### src/rtl/mipu_pkg.sv
// rtl/mipu_pkg.sv - opcode constants and decode helpers for the 16-bit five-stage core
package mipu_pkg;

    localparam logic [15:0] NOP_IR = 16'h0000;

    localparam logic [4:0] OP_NOP  = 5'b00000;
    localparam logic [4:0] OP_HALT = 5'b00001;
    localparam logic [4:0] OP_LOAD = 5'b00010;
    localparam logic [4:0] OP_STORE = 5'b00011;
    localparam logic [4:0] OP_SLL  = 5'b00100;
    localparam logic [4:0] OP_SLA  = 5'b00101;
    localparam logic [4:0] OP_SRL  = 5'b00110;
    localparam logic [4:0] OP_SRA  = 5'b00111;
    localparam logic [4:0] OP_ADD  = 5'b01000;
    localparam logic [4:0] OP_ADDI = 5'b01001;
    localparam logic [4:0] OP_SUB  = 5'b01010;
    localparam logic [4:0] OP_SUBI = 5'b01011;
    localparam logic [4:0] OP_CMP  = 5'b01100;
    localparam logic [4:0] OP_AND  = 5'b01101;
    localparam logic [4:0] OP_OR   = 5'b01110;
    localparam logic [4:0] OP_XOR  = 5'b01111;
    localparam logic [4:0] OP_LDIH = 5'b10000;
    localparam logic [4:0] OP_ADDC = 5'b10001;
    localparam logic [4:0] OP_SUBC = 5'b10010;
    localparam logic [4:0] OP_JUMP = 5'b11000;
    localparam logic [4:0] OP_JMPR = 5'b11001;
    localparam logic [4:0] OP_BZ   = 5'b11010;
    localparam logic [4:0] OP_BNZ  = 5'b11011;
    localparam logic [4:0] OP_BN   = 5'b11100;
    localparam logic [4:0] OP_BNN  = 5'b11101;
    localparam logic [4:0] OP_BC   = 5'b11110;
    localparam logic [4:0] OP_BNC  = 5'b11111;

    function automatic logic is_load(input logic [4:0] op);
        return op == OP_LOAD;
    endfunction

    function automatic logic is_store(input logic [4:0] op);
        return op == OP_STORE;
    endfunction

    // Three-register ALU forms: A=gr[r2], B=gr[r3]
    function automatic logic is_alu3(input logic [4:0] op);
        return op inside {OP_ADD, OP_ADDC, OP_SUB, OP_SUBC, OP_CMP, OP_AND, OP_OR, OP_XOR};
    endfunction

    function automatic logic is_shift(input logic [4:0] op);
        return op inside {OP_SLL, OP_SRL, OP_SLA, OP_SRA};
    endfunction

    // Register-relative jump and conditional branches: A=gr[r1], B=v8
    function automatic logic is_branch(input logic [4:0] op);
        return op inside {OP_JMPR, OP_BZ, OP_BNZ, OP_BN, OP_BNN, OP_BC, OP_BNC};
    endfunction

    function automatic logic writes_reg(input logic [4:0] op);
        return op inside {OP_LOAD, OP_LDIH, OP_ADD, OP_ADDI, OP_ADDC, OP_SUB, OP_SUBI,
                          OP_SUBC, OP_AND, OP_OR, OP_XOR, OP_SLL, OP_SRL, OP_SLA, OP_SRA};
    endfunction

    function automatic logic uses_r1(input logic [4:0] op);
        return op inside {OP_ADDI, OP_SUBI, OP_LDIH, OP_STORE} || is_branch(op);
    endfunction

    function automatic logic uses_r2(input logic [4:0] op);
        return is_alu3(op) || is_shift(op) || is_load(op) || is_store(op);
    endfunction

    function automatic logic uses_r3(input logic [4:0] op);
        return is_alu3(op);
    endfunction

endpackage

### src/rtl/fwd_select.sv
// rtl/fwd_select.sv - per-source operand forwarding and hazard detect (OPERAND_FORWARDING_EN)
module fwd_select (
    input  logic [2:0]  reg_i,
    input  logic        use_i,
    input  logic [15:0] rf_data_i,
    input  logic [15:0] ex_ir_i,
    input  logic [15:0] ex_result_i,
    input  logic [15:0] mem_ir_i,
    input  logic [15:0] mem_result_i,
    input  logic [15:0] wb_ir_i,
    input  logic [15:0] wb_result_i,
    output logic [15:0] data_o,
    output logic        hazard_o
);
    import mipu_pkg::*;

    logic ex_hit;
    logic mem_hit;
    logic wb_hit;
    logic ex_is_load;
    logic unused_bits;

    // A stage only counts as a producer when this source is really read by ID
    always_comb begin
        ex_hit     = use_i && writes_reg(ex_ir_i[15:11])  && (ex_ir_i[10:8]  == reg_i);
        mem_hit    = use_i && writes_reg(mem_ir_i[15:11]) && (mem_ir_i[10:8] == reg_i);
        wb_hit     = use_i && writes_reg(wb_ir_i[15:11])  && (wb_ir_i[10:8]  == reg_i);
        ex_is_load = is_load(ex_ir_i[15:11]);
    end

`ifdef OPERAND_FORWARDING_EN
    assign unused_bits = ^{ex_ir_i[7:0], mem_ir_i[7:0], wb_ir_i[7:0]};

    // Youngest producer wins; a LOAD in EX has no data yet, so it stalls instead
    always_comb begin
        data_o   = rf_data_i;
        hazard_o = ex_hit && ex_is_load;
        if (ex_hit && !ex_is_load) begin
            data_o = ex_result_i;
        end else if (mem_hit) begin
            data_o = mem_result_i;
        end else if (wb_hit) begin
            data_o = wb_result_i;
        end
    end
`else
    assign unused_bits = ^{ex_ir_i[7:0], mem_ir_i[7:0], wb_ir_i[7:0], ex_result_i,
                           mem_result_i, wb_result_i, ex_is_load};

    // Register file only; any in-flight producer holds ID until it has been written back
    always_comb begin
        data_o   = rf_data_i;
        hazard_o = ex_hit || mem_hit || wb_hit;
    end
`endif

endmodule

### src/rtl/operand_stage.sv
// rtl/operand_stage.sv - ID/EX operand stage with hazard stall (forwarding via OPERAND_FORWARDING_EN)
module operand_stage #(
    parameter logic [15:0] NOP_IR = 16'h0000
) (
    input  logic        clock,
    input  logic        rst_n,
    input  logic        enable,
    input  logic        flush,
    input  logic [15:0] id_ir,
    output logic [2:0]  rf_addr_a,
    output logic [2:0]  rf_addr_b,
    output logic [2:0]  rf_addr_s,
    input  logic [15:0] rf_data_a,
    input  logic [15:0] rf_data_b,
    input  logic [15:0] rf_data_s,
    input  logic [15:0] ex_alu_o,
    input  logic [15:0] mem_ir,
    input  logic [15:0] mem_result,
    input  logic [15:0] wb_ir,
    input  logic [15:0] wb_result,
    output logic        stall,
    output logic [15:0] ex_ir,
    output logic [15:0] reg_A,
    output logic [15:0] reg_B,
    output logic [15:0] smdr
);
    import mipu_pkg::*;

    logic [4:0]  op;
    logic [2:0]  r1, r2, r3;
    logic [7:0]  v8;
    logic [3:0]  v4;
    logic        use_a, use_b, use_s;
    logic [15:0] fwd_a, fwd_b, fwd_s;
    logic        haz_a, haz_b, haz_s;
    logic [15:0] ex_ir_d, reg_a_d, reg_b_d, smdr_d;
    logic [15:0] ex_ir_q, reg_a_q, reg_b_q, smdr_q;

    assign op = id_ir[15:11];
    assign r1 = id_ir[10:8];
    assign r2 = id_ir[6:4];
    assign r3 = id_ir[2:0];
    assign v8 = id_ir[7:0];
    assign v4 = id_ir[3:0];

    // The A port reads r2 for ALU/shift/memory forms and r1 for immediate/branch forms
    assign use_a     = uses_r2(op) || (uses_r1(op) && !is_store(op));
    assign use_b     = uses_r3(op);
    assign use_s     = is_store(op);
    assign rf_addr_a = uses_r2(op) ? r2 : r1;
    assign rf_addr_b = r3;
    assign rf_addr_s = r1;

    fwd_select u_fwd_a (
        .reg_i(rf_addr_a), .use_i(use_a), .rf_data_i(rf_data_a),
        .ex_ir_i(ex_ir_q), .ex_result_i(ex_alu_o),
        .mem_ir_i(mem_ir), .mem_result_i(mem_result),
        .wb_ir_i(wb_ir), .wb_result_i(wb_result),
        .data_o(fwd_a), .hazard_o(haz_a)
    );

    fwd_select u_fwd_b (
        .reg_i(rf_addr_b), .use_i(use_b), .rf_data_i(rf_data_b),
        .ex_ir_i(ex_ir_q), .ex_result_i(ex_alu_o),
        .mem_ir_i(mem_ir), .mem_result_i(mem_result),
        .wb_ir_i(wb_ir), .wb_result_i(wb_result),
        .data_o(fwd_b), .hazard_o(haz_b)
    );

    fwd_select u_fwd_s (
        .reg_i(rf_addr_s), .use_i(use_s), .rf_data_i(rf_data_s),
        .ex_ir_i(ex_ir_q), .ex_result_i(ex_alu_o),
        .mem_ir_i(mem_ir), .mem_result_i(mem_result),
        .wb_ir_i(wb_ir), .wb_result_i(wb_result),
        .data_o(fwd_s), .hazard_o(haz_s)
    );

    // A squashed or frozen ID instruction must never hold the front end
    assign stall = enable && !flush && (haz_a || haz_b || haz_s);

    // Operand decode, overridden by a bubble on flush or stall
    always_comb begin
        ex_ir_d = id_ir;
        reg_a_d = use_a ? fwd_a : 16'h0000;
        reg_b_d = 16'h0000;
        smdr_d  = use_s ? fwd_s : 16'h0000;
        if (is_alu3(op)) begin
            reg_b_d = fwd_b;
        end else if (op == OP_LDIH) begin
            reg_b_d = {v8, 8'h00};
        end else if (is_shift(op) || is_load(op) || is_store(op)) begin
            reg_b_d = {12'h000, v4};
        end else if (op == OP_ADDI || op == OP_SUBI || op == OP_JUMP || is_branch(op)) begin
            reg_b_d = {8'h00, v8};
        end
        if (flush || stall) begin
            ex_ir_d = NOP_IR;
            reg_a_d = 16'h0000;
            reg_b_d = 16'h0000;
            smdr_d  = 16'h0000;
        end
    end

    // ID/EX pipeline register, frozen while the CPU is not running
    always_ff @(posedge clock or negedge rst_n) begin
        if (!rst_n) begin
            ex_ir_q <= NOP_IR;
            reg_a_q <= 16'h0000;
            reg_b_q <= 16'h0000;
            smdr_q  <= 16'h0000;
        end else if (enable) begin
            ex_ir_q <= ex_ir_d;
            reg_a_q <= reg_a_d;
            reg_b_q <= reg_b_d;
            smdr_q  <= smdr_d;
        end
    end

    assign ex_ir = ex_ir_q;
    assign reg_A = reg_a_q;
    assign reg_B = reg_b_q;
    assign smdr  = smdr_q;

endmodule

### config.mk
export PLATFORM = sky130hd
export DESIGN_NAME = operand_stage
export DESIGN_NICKNAME = d
export VERILOG_FILES = /design/src/rtl/mipu_pkg.sv /design/src/rtl/fwd_select.sv /design/src/rtl/operand_stage.sv
export SDC_FILE = /design/constraint.sdc
export NUM_CORES = 1
export LEC_CHECK = 0
export ABC_AREA = 1
export BUFFER_PORTS_ARGS = -buffer_cell sky130_fd_sc_hd__buf_2
export CAP_MARGIN = 20
export CELL_PAD_IN_SITES_DETAIL_PLACEMENT = 2
export CELL_PAD_IN_SITES_GLOBAL_PLACEMENT = 2
export CORE_UTILIZATION = 22
export CTS_CLUSTER_DIAMETER = 100
export DETAILED_ROUTE_END_ITERATION = 10
export PLACE_DENSITY = 0.87
export REMOVE_ABC_BUFFERS = 1
export SYNTH_ARGS = -nofsm -noshare
export SYNTH_HDL_FRONTEND = slang
export SYNTH_SLANG_ARGS = --single-unit
### constraint.sdc
create_clock -name clock -period 2.2 [get_ports clock]
set_input_delay 0.22 -clock clock [delete_from_list [all_inputs] [get_ports clock]]
set_output_delay 0.22 -clock clock [all_outputs]
set_load 0.005 [all_outputs]
==> metrics.cfg, run 1 <==
[outcome]
outcome=complete, but fails checks
violations=negative hold slack, negative setup slack

[yosys]
async_flop_share_pct=100
synth_area_um2=3760
synth_compound_area_share_pct=16.0
synth_warnings=0
synth_fa_ha_area_share_pct=0
synth_mux_area_share_pct=0
synth_cell_type_count=27
synthXorXnorAreaFrac_pct=2.33
avgSynthCellArea_um2=7.53
ys.flop_type=dfrtp_1
synth_top_family_by_area=simple AND/OR/NAND/NOR gates
ys_ff_latch=64
synth-simple-area-share_pct=29.3
netlist_instances=499
ys_seq_area_share_pct=42.6
synth_edf_count=0

[place]
dp_slack_ps=-14.3
dp.final_hpwl_um=10900
dpl_cell_area_um2=4870
portBuffers=157
routabilityCongestion=0.801

[global_route]
grt_usage_pct=17.1
grt_pass1_vias=4467
antenna_found_initial=1
grt-ovfl-total=0
grt_pass1_wl_um=23500
grt_max_degree=65

[detailed_routing]
drt_iter0_markers=132
drc=0
wl_um=14900
wl_per_cell_um=16.5
ant_nets=0
via_per_inst=4.49
firstDrtPassIters=4
vias=4045

[sta]
finalCritPeriodShare_pct=101
slew_headroom_pct=40.3
tightest_slew_ps=895
finClkSkew_ps=7.02
hold_violations=5
rsz0062_at_grt=true
setup_slack_ps=-23.2
setup-tns-final_ps=-23.2
finalSetupViolations=1
max_freq_mhz=450
period_needed_ps=2220
worst_hold_slack_ps=-15.2
final_max_slew_viol_count=0

[floorplan]
die_area_um2=17600
start_util_pct=22.6
io_pins=222
die_height_um=133
rows=47
fp.dieW_um=133
coreArea_um2=16600

[setup_path]
crit_fanout=3
cp-end-kind=output pin
timing.rr.start=ex_ir[11]
cp-start-kind=register
crit_start=ex_ir[11]
worstPathArrival_ps=2000
required_ps=1980
worstSetupPathType=register to output pin

[cts]
path_clk_slew_ps=60
cts_buffer_depth=2
ctsHtreeMaxLevel=3
cts_tree=built
cts_buffers=9
root_buffer=clkbuf_16
clkLatencyLatePin_ps=320
clock_sink_count=64

[power]
p_leak_nw=2.99
ir_drop_v=0.000368
p_per_area_nw_per_um2=660
p_total_mw=3.55

[finish]
final_net_count=824
fin_util_pct=32.3
area_growth_pct=43.1
final_area_um2=5380
fillers=1979
drive_above_1_share_pct=40.2

[worst_hold_path]
holdCritPathClass=input pin to asynchronous set/reset pin

[flow_run]
max_cap_violations=0

[final cells by class]
| class | instances | area [µm²] | share of cell area (%) |
|---|---|---|---|
| repair buffers | 192 | 1160 | 21.7 |
| clock buffers | 14 | 274 | 5.10 |
| well taps | 220 | 275 | 5.12 |
| flip-flops and latches | 64 | 1610 | 29.9 |
| diodes | 1 | 2.50 | 0.0465 |
| inverters | 57 | 214 | 3.98 |
| multi-input cells | 352 | 1840 | 34.2 |
[synthesized netlist by cell type (6+ instances only)]
master | count | area (µm²)
o21ai_2 | 41 | 359
inv_1 | 53 | 199
nand2_1 | 170 | 638
nand3_1 | 12 | 60.1
nor2_1 | 39 | 146
a21oi_1 | 6 | 30.0
buf_4 | 6 | 45.0
clkbuf_1 | 13 | 48.8
xor2_1 | 10 | 87.6
nand4_1 | 22 | 138
dfrtp_1 | 64 | 1600
o21ai_0 | 27 | 135
a22oi_1 | 6 | 45.0
[per-layer routing]
layer	part of all wire [%]	vias up	GRT usage, %
li1	-	1946	-
met1	42	1995	19.7
met2	53	96	32.0
met3	3.4	8	2.72
met4	1.0	0	5.24
met5	0	-	0
[per-stage QoR]
| step | std cells | hold WS (ps) |
|---|---|---|
| detailed placement | 872 | 410 |
| CTS | 895 | 61.6 |
| global route | 900 | 71.7 |
| floorplan | 473 | -75.6 |
| finish | 900 | -15.2 |
| global placement | 872 | 402 |
[repair_timing]
action	4_1_cts	5_1_grt
gates resized for setup	6	21
buffers inserted	9	2
hold endpoints to repair	0	0
cloned	0	4
endpoints found under the setup margin	1	47
hold buffers	0	0
pin swaps	5	1
[registers in the layout, indices dropped and copies added, names as in the netlist]
register,cells
ex_ir,16
reg_A,16
reg_B,16
smdr,16
[power by group]
part | internal, mW | switching [mW] | leakage (nW)
combinational | 0.378 | 0.516 | 1.99
clock | 0.844 | 0.490 | 0.135
sequential | 1.26 | 0.0566 | 0.863
[kinds of logic after synthesis]
kind of cell / count (synthesis)
and+or+nand+nor: 258
xor gates and xnor gates: 10
buffers and inverters: 83
AOI/OAI and AO/OA: 84
DFF: 64
[worst max-delay path, stage by stage (launching register included)]
cell and delay, ps:
dfrtp_1 420, buf_6 130, nor2_4 30, o21bai_1 150
nand2_2 130, nand2_2 90, nand3_1 80, nand2_1 70
nand2_1 60, inv_1 50, nand2_1 50, nor2_2 120
buf_6 130, nor3_4 30, buf_2 130
[final timing paths]
check	endpoint	slack, ps	depth (start not counted)
max in group asynchronous	ex_ir[8]	1560	1
worst min-delay path	ex_ir[11]	-20	1
min in group clock	smdr[2]	160	3
worst min register to register	reg_A[3]	470	2
worst max register to register	smdr[1]	140	15
worst max-delay path	stall	-20	14
[placed cells by master (no fill, tap or decap), drive strengths merged]
cell,instances
a21oi,6
nand4,23
nor4,1
diode,1
a22oi,6
buf,189
nand2,174
a21o,2
o21bai,2
nand3,14
dfrtp,64
nor3,4
clkbuf,17
xor2,10
o21ai,68
nor2,42
inv,57
No activity file was read; power rests on OpenSTA's default activity.
==> run 2: changes to the inputs <==
--- a/config.mk
+++ b/config.mk
@@ -5,15 +5,15 @@
 export SDC_FILE = /design/constraint.sdc
 export NUM_CORES = 1
 export LEC_CHECK = 0
-export ABC_AREA = 1
+export ABC_AREA = 0
 export BUFFER_PORTS_ARGS = -buffer_cell sky130_fd_sc_hd__buf_2
 export CAP_MARGIN = 20
 export CELL_PAD_IN_SITES_DETAIL_PLACEMENT = 2
 export CELL_PAD_IN_SITES_GLOBAL_PLACEMENT = 2
-export CORE_UTILIZATION = 22
+export CORE_UTILIZATION = 26
 export CTS_CLUSTER_DIAMETER = 100
 export DETAILED_ROUTE_END_ITERATION = 10
-export PLACE_DENSITY = 0.87
+export PLACE_DENSITY = 0.89
 export REMOVE_ABC_BUFFERS = 1
 export SYNTH_ARGS = -nofsm -noshare
 export SYNTH_HDL_FRONTEND = slang
==> run 2 against run 1 <==
The run ends with negative setup slack left. Synthesized cell count is 14% lower. Clock skew is 4.1 ps lower. Flip-flop and latch count stayed put. Worst setup slack worse by 170 ps. Via count is 3.8% higher. Register-to-register slack worse by 260 ps. Sequential power hardly changed. Cell count is 6.7% lower. Area after synthesis is 13% higher. Global-route usage is 4.0 points higher. Combinational power is 61% higher. Power is 16% higher.
==> metrics.cfg, run 2 <==
[outcome]
outcome=complete, but fails checks
violations=negative setup slack

[setup_path]
worstPathArrival_ps=2530  ; +530 ps
endpoint=reg_A[0]
worstSetupPathType=input pin to register
crit_start=id_ir[11]
cp-start-kind=input pin
worstReg2RegEnd=reg_A[0]
timing.rr.start=ex_ir[11]
required_ps=2330  ; +350 ps
rr_worst_depth=9  ; -6
cp-end-kind=register
rrSetupSlack_ps=-120  ; -260 ps
crit_fanout=4  ; +1

[finish]
final_net_count=769  ; -6.7%
fillers=1698  ; -14%
num_antenna_cells=0  ; -1
area_growth_pct=60.5
fin_util_pct=42.8  ; +11 points
final_cells=840  ; -6.7%
mostFrequentLayoutCells=buf_2 (154), nand2_1 (66), inv_1 (63), dfrtp_1 (60), buf_4 (33)
drive_above_1_share_pct=52.7  ; +13 points
final_common_cell=buf_2

[floorplan]
die_area_um2=16800  ; -4.4%
io_pins=222  ; unchanged
coreArea_um2=15900  ; -4.5%
fp.dieW_um=130  ; -2.2%
die_height_um=130  ; -2.2%
rows=46  ; -2.1%
start_util_pct=26.7  ; +4.1 points

[yosys]
ys_ff_latch=64  ; unchanged
synth_area_leaders=dfrtp_1 (38%), o32ai_2 (17%), nand2_1 (5.9%)
async_flop_share_pct=100  ; unchanged
synth_warnings=0  ; unchanged
yosysTopAreaCell=dfrtp_1
avgSynthCellArea_um2=9.88  ; +31%
ys.flop_type=dfrtp_1
synth_cell_type_count=52  ; +93%
synth_common_cells=nand2_1 (67), dfrtp_1 (64), inv_1 (63)
yosys.area.top_type_share_pct=37.8  ; -4.9 points
synth_most_common_cell=nand2_1
synth_area_um2=4240  ; +13%
ys_seq_area_share_pct=37.8  ; -4.9 points
netlist_instances=429  ; -14%
synth_edf_count=0  ; unchanged

[sta]
finClkSkew_ps=2.97  ; -4.05 ps
setup-tns-final_ps=-5200  ; -5170 ps
final_max_slew_viol_count=0  ; unchanged
finalSetupViolations=60  ; +59
finalCritPeriodShare_pct=109  ; +7.8 points
max_freq_mhz=418  ; -7.2%
rsz0062_at_grt=true
hold_violations=0  ; -5
period_needed_ps=2390  ; +171 ps
slew_headroom_pct=14.0  ; -26 points
tightest_slew_ps=1290  ; +394 ps
worst_hold_slack_ps=134  ; +149 ps
setup_slack_ps=-195  ; -171 ps

[power]
p_leak_nw=2.97  ; -0.62%
p_per_area_nw_per_um2=606  ; -8.1%
ir_drop_v=0.000353  ; -4.3%

[detailed_routing]
drt_iter0_markers=115  ; -13%
firstDrtPassIters=4  ; unchanged
drc=0  ; unchanged
via_per_inst=5.00  ; +11%
ant_nets=0  ; unchanged
vias=4200  ; +3.8%
wl_per_cell_um=23.4  ; +41%
wl_um=19600  ; +32%

[worst_hold_path]
whs_path_depth=3
hp-start=rf_data_s[6]
holdCritPathClass=input pin to register

[global_route]
grt_max_degree=59  ; -9.2%
grt_pass1_wl_um=26700  ; +14%
grt-ovfl-total=0  ; unchanged
grt_usage_pct=21.1  ; +4.0 points
grt_pass1_vias=4784  ; +7.1%
antenna_found_initial=0  ; -1

[cts]
cts_buffer_depth=2  ; unchanged
ctsHtreeMaxLevel=3  ; unchanged
cts_buffers=9  ; unchanged
root_buffer=clkbuf_16
cts_tree=built
clkLatencyLatePin_ps=330  ; about the same
path_clk_slew_ps=50  ; about the same
clock_sink_count=64  ; unchanged

[place]
dp_slack_ps=-433  ; -419 ps
dp.final_hpwl_um=12400  ; +15%
portBuffers=157  ; unchanged
routabilityCongestion=0.840  ; +4.9%
dp_cells=805  ; -7.7%

[flow_run]
max_cap_violations=0  ; unchanged

[run 2: cell count changes after synthesis, sizes merged, moves of 16 or more]
cell and change:
nand4 -21, nor2 -37, o21ai -61, o32ai +59, buf +16, nand2 -105
[run 2: kinds of logic after synthesis]
logic type,share of synthesized area [%]
flip-flops,37.8
AO/OA/AOI/OAI,29.1
multiplexers,1.89
AND/OR/NAND/NOR,14.1
XOR/XNOR,4.96
buffers and inverters,12.2
[run 2: stage by stage]
step / power [mW] / instance area [µm²]
3_3_place_gp: 2.30 / 5530
3_5_place_dp: 2.37 / 5530
6_report: 4.13 / 6810
5_1_grt: 4.30 / 6810
4_1_cts: 3.88 / 6150
2_1_floorplan: 1.78 / 3960
[run 2: worst min path at each step]
stage                           to  slack, ps
after detailed placement  reg_B[0]        170
after global routing       smdr[3]        130
after global placement    reg_B[1]        160
after CTS                  smdr[6]        120
final                      smdr[6]        130
after floorplan           ex_ir[0]        -80
[run 2: what timing repair did]
| action | CTS | global route |
|---|---|---|
| gates cloned | 3 | 7 |
| hold buffers | 1 | 0 |
| resized for setup | 43 | 64 |
| endpoints found under the hold margin | 14 | 0 |
| pin swaps | 20 | 40 |
| buffers inserted | 8 | 6 |
| setup endpoints to repair | 65 | 61 |
[run 2: critical path, stage by stage]
cell and delay [ps]:
buf_8 100, a21bo_4 220, a221o_1 390, nand3_2 140, nand2_2 80, buf_6 150
xnor2_4 130, nor4_4 360, buf_4 200, buf_8 120, buf_12 130, clkbuf_16 150
o32ai_4 90
[run 2: final cells by class]
cell class	instances	area [µm²]	area share, %
sequential	64	1610	23.6
timing repair buffer	223	1690	24.9
multi-input combinational	260	2730	40.0
inverter	63	236	3.47
clock buffer	14	274	4.03
tap	216	270	3.97
[run 2: power breakdown]
| group | switching, mW | internal [mW] |
|---|---|---|
| sequential | 0.0794 | 1.27 |
| combinational | 0.752 | 0.684 |
| clock | 0.499 | 0.843 |
| total | 1.33 | 2.80 |
[run 2: layer usage]
metal / track usage (%) / up-vias / routed length [µm]
met5: 0 / - / 0
met4: 5.95 / 0 / 282
met3: 4.14 / 22 / 655
met2: 39.9 / 112 / 11200
met1: 23.9 / 2165 / 7500
li1: - / 1901 / -
==> run 3: changes to the inputs <==
--- a/config.mk
+++ b/config.mk
@@ -15,6 +15,7 @@
 export DETAILED_ROUTE_END_ITERATION = 10
 export PLACE_DENSITY = 0.89
 export REMOVE_ABC_BUFFERS = 1
+export SETUP_SLACK_MARGIN = 0.1
 export SYNTH_ARGS = -nofsm -noshare
 export SYNTH_HDL_FRONTEND = slang
 export SYNTH_SLANG_ARGS = --single-unit
==> run 3 against run 2 <==
Hold slack gained 13 ps. Largest power group unchanged. Flip-flop and latch count unchanged. The flow still finishes with violations (negative setup slack). Cell count is 1.1% higher. First-iteration DRC count increased by 14%. Via count increased by 1.9%. Die area did not move. Utilization increased by 1.9 points. Cell area increased by 4.4%.
==> metrics.cfg, run 3 (synthesized netlist as in run 2, its figures left out) <==
[sta]
setup_slack_ps=-196  ; -1.38 ps
period_needed_ps=2400  ; +1.38 ps
finalCritPeriodShare_pct=109  ; about the same
max_freq_mhz=417  ; about the same
rsz0062_at_grt=true
final_max_slew_viol_count=0  ; unchanged
finClkSkew_ps=3.59  ; +0.625 ps
setup-tns-final_ps=-5400  ; -205 ps
slew_headroom_pct=6.66  ; -7.4 points
tightest_slew_ps=1400  ; +111 ps
hold_violations=0  ; unchanged
finalSetupViolations=65  ; +8.3%

[floorplan]
die_height_um=130  ; unchanged
start_util_pct=26.7  ; unchanged
die_area_um2=16800  ; unchanged
rows=46  ; unchanged
fp.dieW_um=130  ; unchanged
io_pins=222  ; unchanged
coreArea_um2=15900  ; unchanged

[finish]
final_net_count=778  ; +1.2%
drive_above_1_share_pct=55.3  ; +2.6 points
num_antenna_cells=0  ; unchanged
final_area_um2=7100  ; +4.4%
mostFrequentLayoutCells=buf_2 (154), nand2_1 (65), inv_1 (63), dfrtp_1 (59), buf_4 (38)
area_growth_pct=67.5
fillers=1659  ; -2.3%
final_common_cell=buf_2

[power]
swShare_pct=32.9  ; +0.63 points
combPwrFrac_pct=36.3  ; +1.5 points
p_leak_nw=3.06  ; +3.0%
intPower_mw=2.86  ; +2.2%
ir_drop_v=0.000375  ; +6.3%
switching_power_mw=1.40  ; +5.1%
p_per_area_nw_per_um2=599  ; -1.2%
clkPwrFrac_pct=32.0  ; -0.5 points
power_frac_seq_pct=31.7  ; -1.0 points
p_total_mw=4.26  ; +3.1%

[detailed_routing]
drt_iter0_markers=131  ; +14%
ant_nets=0  ; unchanged
drc=0  ; unchanged
wl_per_cell_um=23.5  ; +0.51%
wl_um=19900  ; +1.6%
vias=4278  ; +1.9%
via_per_inst=5.04  ; +0.78%
firstDrtPassIters=4  ; unchanged

[global_route]
grt_max_degree=59  ; unchanged
grt_pass1_wl_um=29300  ; +9.6%
grt-ovfl-total=0  ; unchanged
grt_pass1_vias=5030  ; +5.1%
grt_usage_pct=23.5  ; +2.4 points
antenna_found_initial=0  ; unchanged

[setup_path]
worstPathArrival_ps=2180  ; -350 ps
cp_slowest_cell=a221o_1
worstSetupPathType=input pin to output pin
crit_buf_inv=3  ; -3
cp_top_family=compound AO/OA/AOI/OAI gates
cp-end-kind=output pin
crit_chain=buf_8 -> a21bo_4 -> a221o_1 -> nand3_2 -> nand2_2 -> buf_4 -> xnor2_4 -> nor4_4 -> o41a_1 -> buf_2
required_ps=1980  ; -350 ps
crit_fanout=4  ; unchanged
cp-start-kind=input pin
crit_path_max_incr_delay_ps=410  ; +20 ps

[cts]
clock_sink_count=64  ; unchanged
root_buffer=clkbuf_16
path_clk_slew_ps=50  ; about the same
cts_buffer_depth=2  ; unchanged
ctsHtreeMaxLevel=3  ; unchanged
clkLatencyLatePin_ps=340  ; about the same
cts_buffers=9  ; unchanged
cts_tree=built

[place]
dp_slack_ps=-433  ; unchanged
routabilityCongestion=0.840  ; unchanged
dpl_cell_area_um2=5530  ; unchanged
dp.final_hpwl_um=12400  ; unchanged
portBuffers=157  ; unchanged

[outcome]
violations=negative setup slack
outcome=complete, but fails checks

[flow_run]
max_cap_violations=0  ; unchanged

[worst_hold_path]
holdCritPathClass=input pin to register

[run 3: path summary, 6_finish.rpt]
kind                               from        to  slack (ps)  depth (start not counted)
setup reg to reg              ex_ir[13]  ex_ir[3]         -80                          9
setup / recovery              id_ir[11]     stall        -200                         10
max in group asynchronous         rst_n   smdr[3]        1100                          3
min in group asynchronous         rst_n  ex_ir[3]         360                          2
hold / removal             rf_data_s[2]   smdr[2]         150                          3
hold reg to reg                smdr[13]  smdr[13]         530                          2
[run 3: final cells by class]
class                           count  area, µm²  area share [%]
Multi-Input combinational cell    260       2910            41.0
Sequential cell                    64       1610            22.6
Tap cell                          216        270            3.80
Inverter                           63        236            3.33
Timing Repair Buffer              232       1800            25.3
Clock buffer                       14        274            3.86
[run 3: tightest hold or removal path, stage by stage]
cell     delay [ps]
buf_2           100
nand2_1          60
o32ai_2          70
[run 3: through the flow]
stage / instances / hold WS [ps] / util [%]
after global routing: 849 / 155 / 44.7
after floorplan: 387 / -75.6 / -
after detailed placement: 805 / 170 / 34.8
final: 849 / 146 / 44.7
after CTS: 847 / 141 / 42.2
after global placement: 805 / 162 / 34.8
[run 3: power by group through the flow]
stage | logic (mW) | clock network (mW) | registers, mW
after floorplan | 0.430 | 0 | 1.35
after global placement | 0.949 | 0 | 1.35
after detailed placement | 1.01 | 0 | 1.36
after CTS | 1.37 | 1.37 | 1.35
after global routing | 1.63 | 1.43 | 1.36
final | 1.55 | 1.36 | 1.35
[run 3: metal layers]
metal	global-route usage, %	part of all wire, %	wire, µm
met5	0	0	0
met4	7.66	3.6	714
met3	4.10	3.6	721
met2	45.3	55	11100
met1	25.9	37	7440
[run 3: repair_timing]
item	4_1_cts	5_1_grt
setup endpoints to repair	65	65
gates cloned	8	1
pin swaps	40	38
hold endpoints to repair	14	0
hold buffers	1	0
buffers inserted	19	5
gates resized for setup	89	45
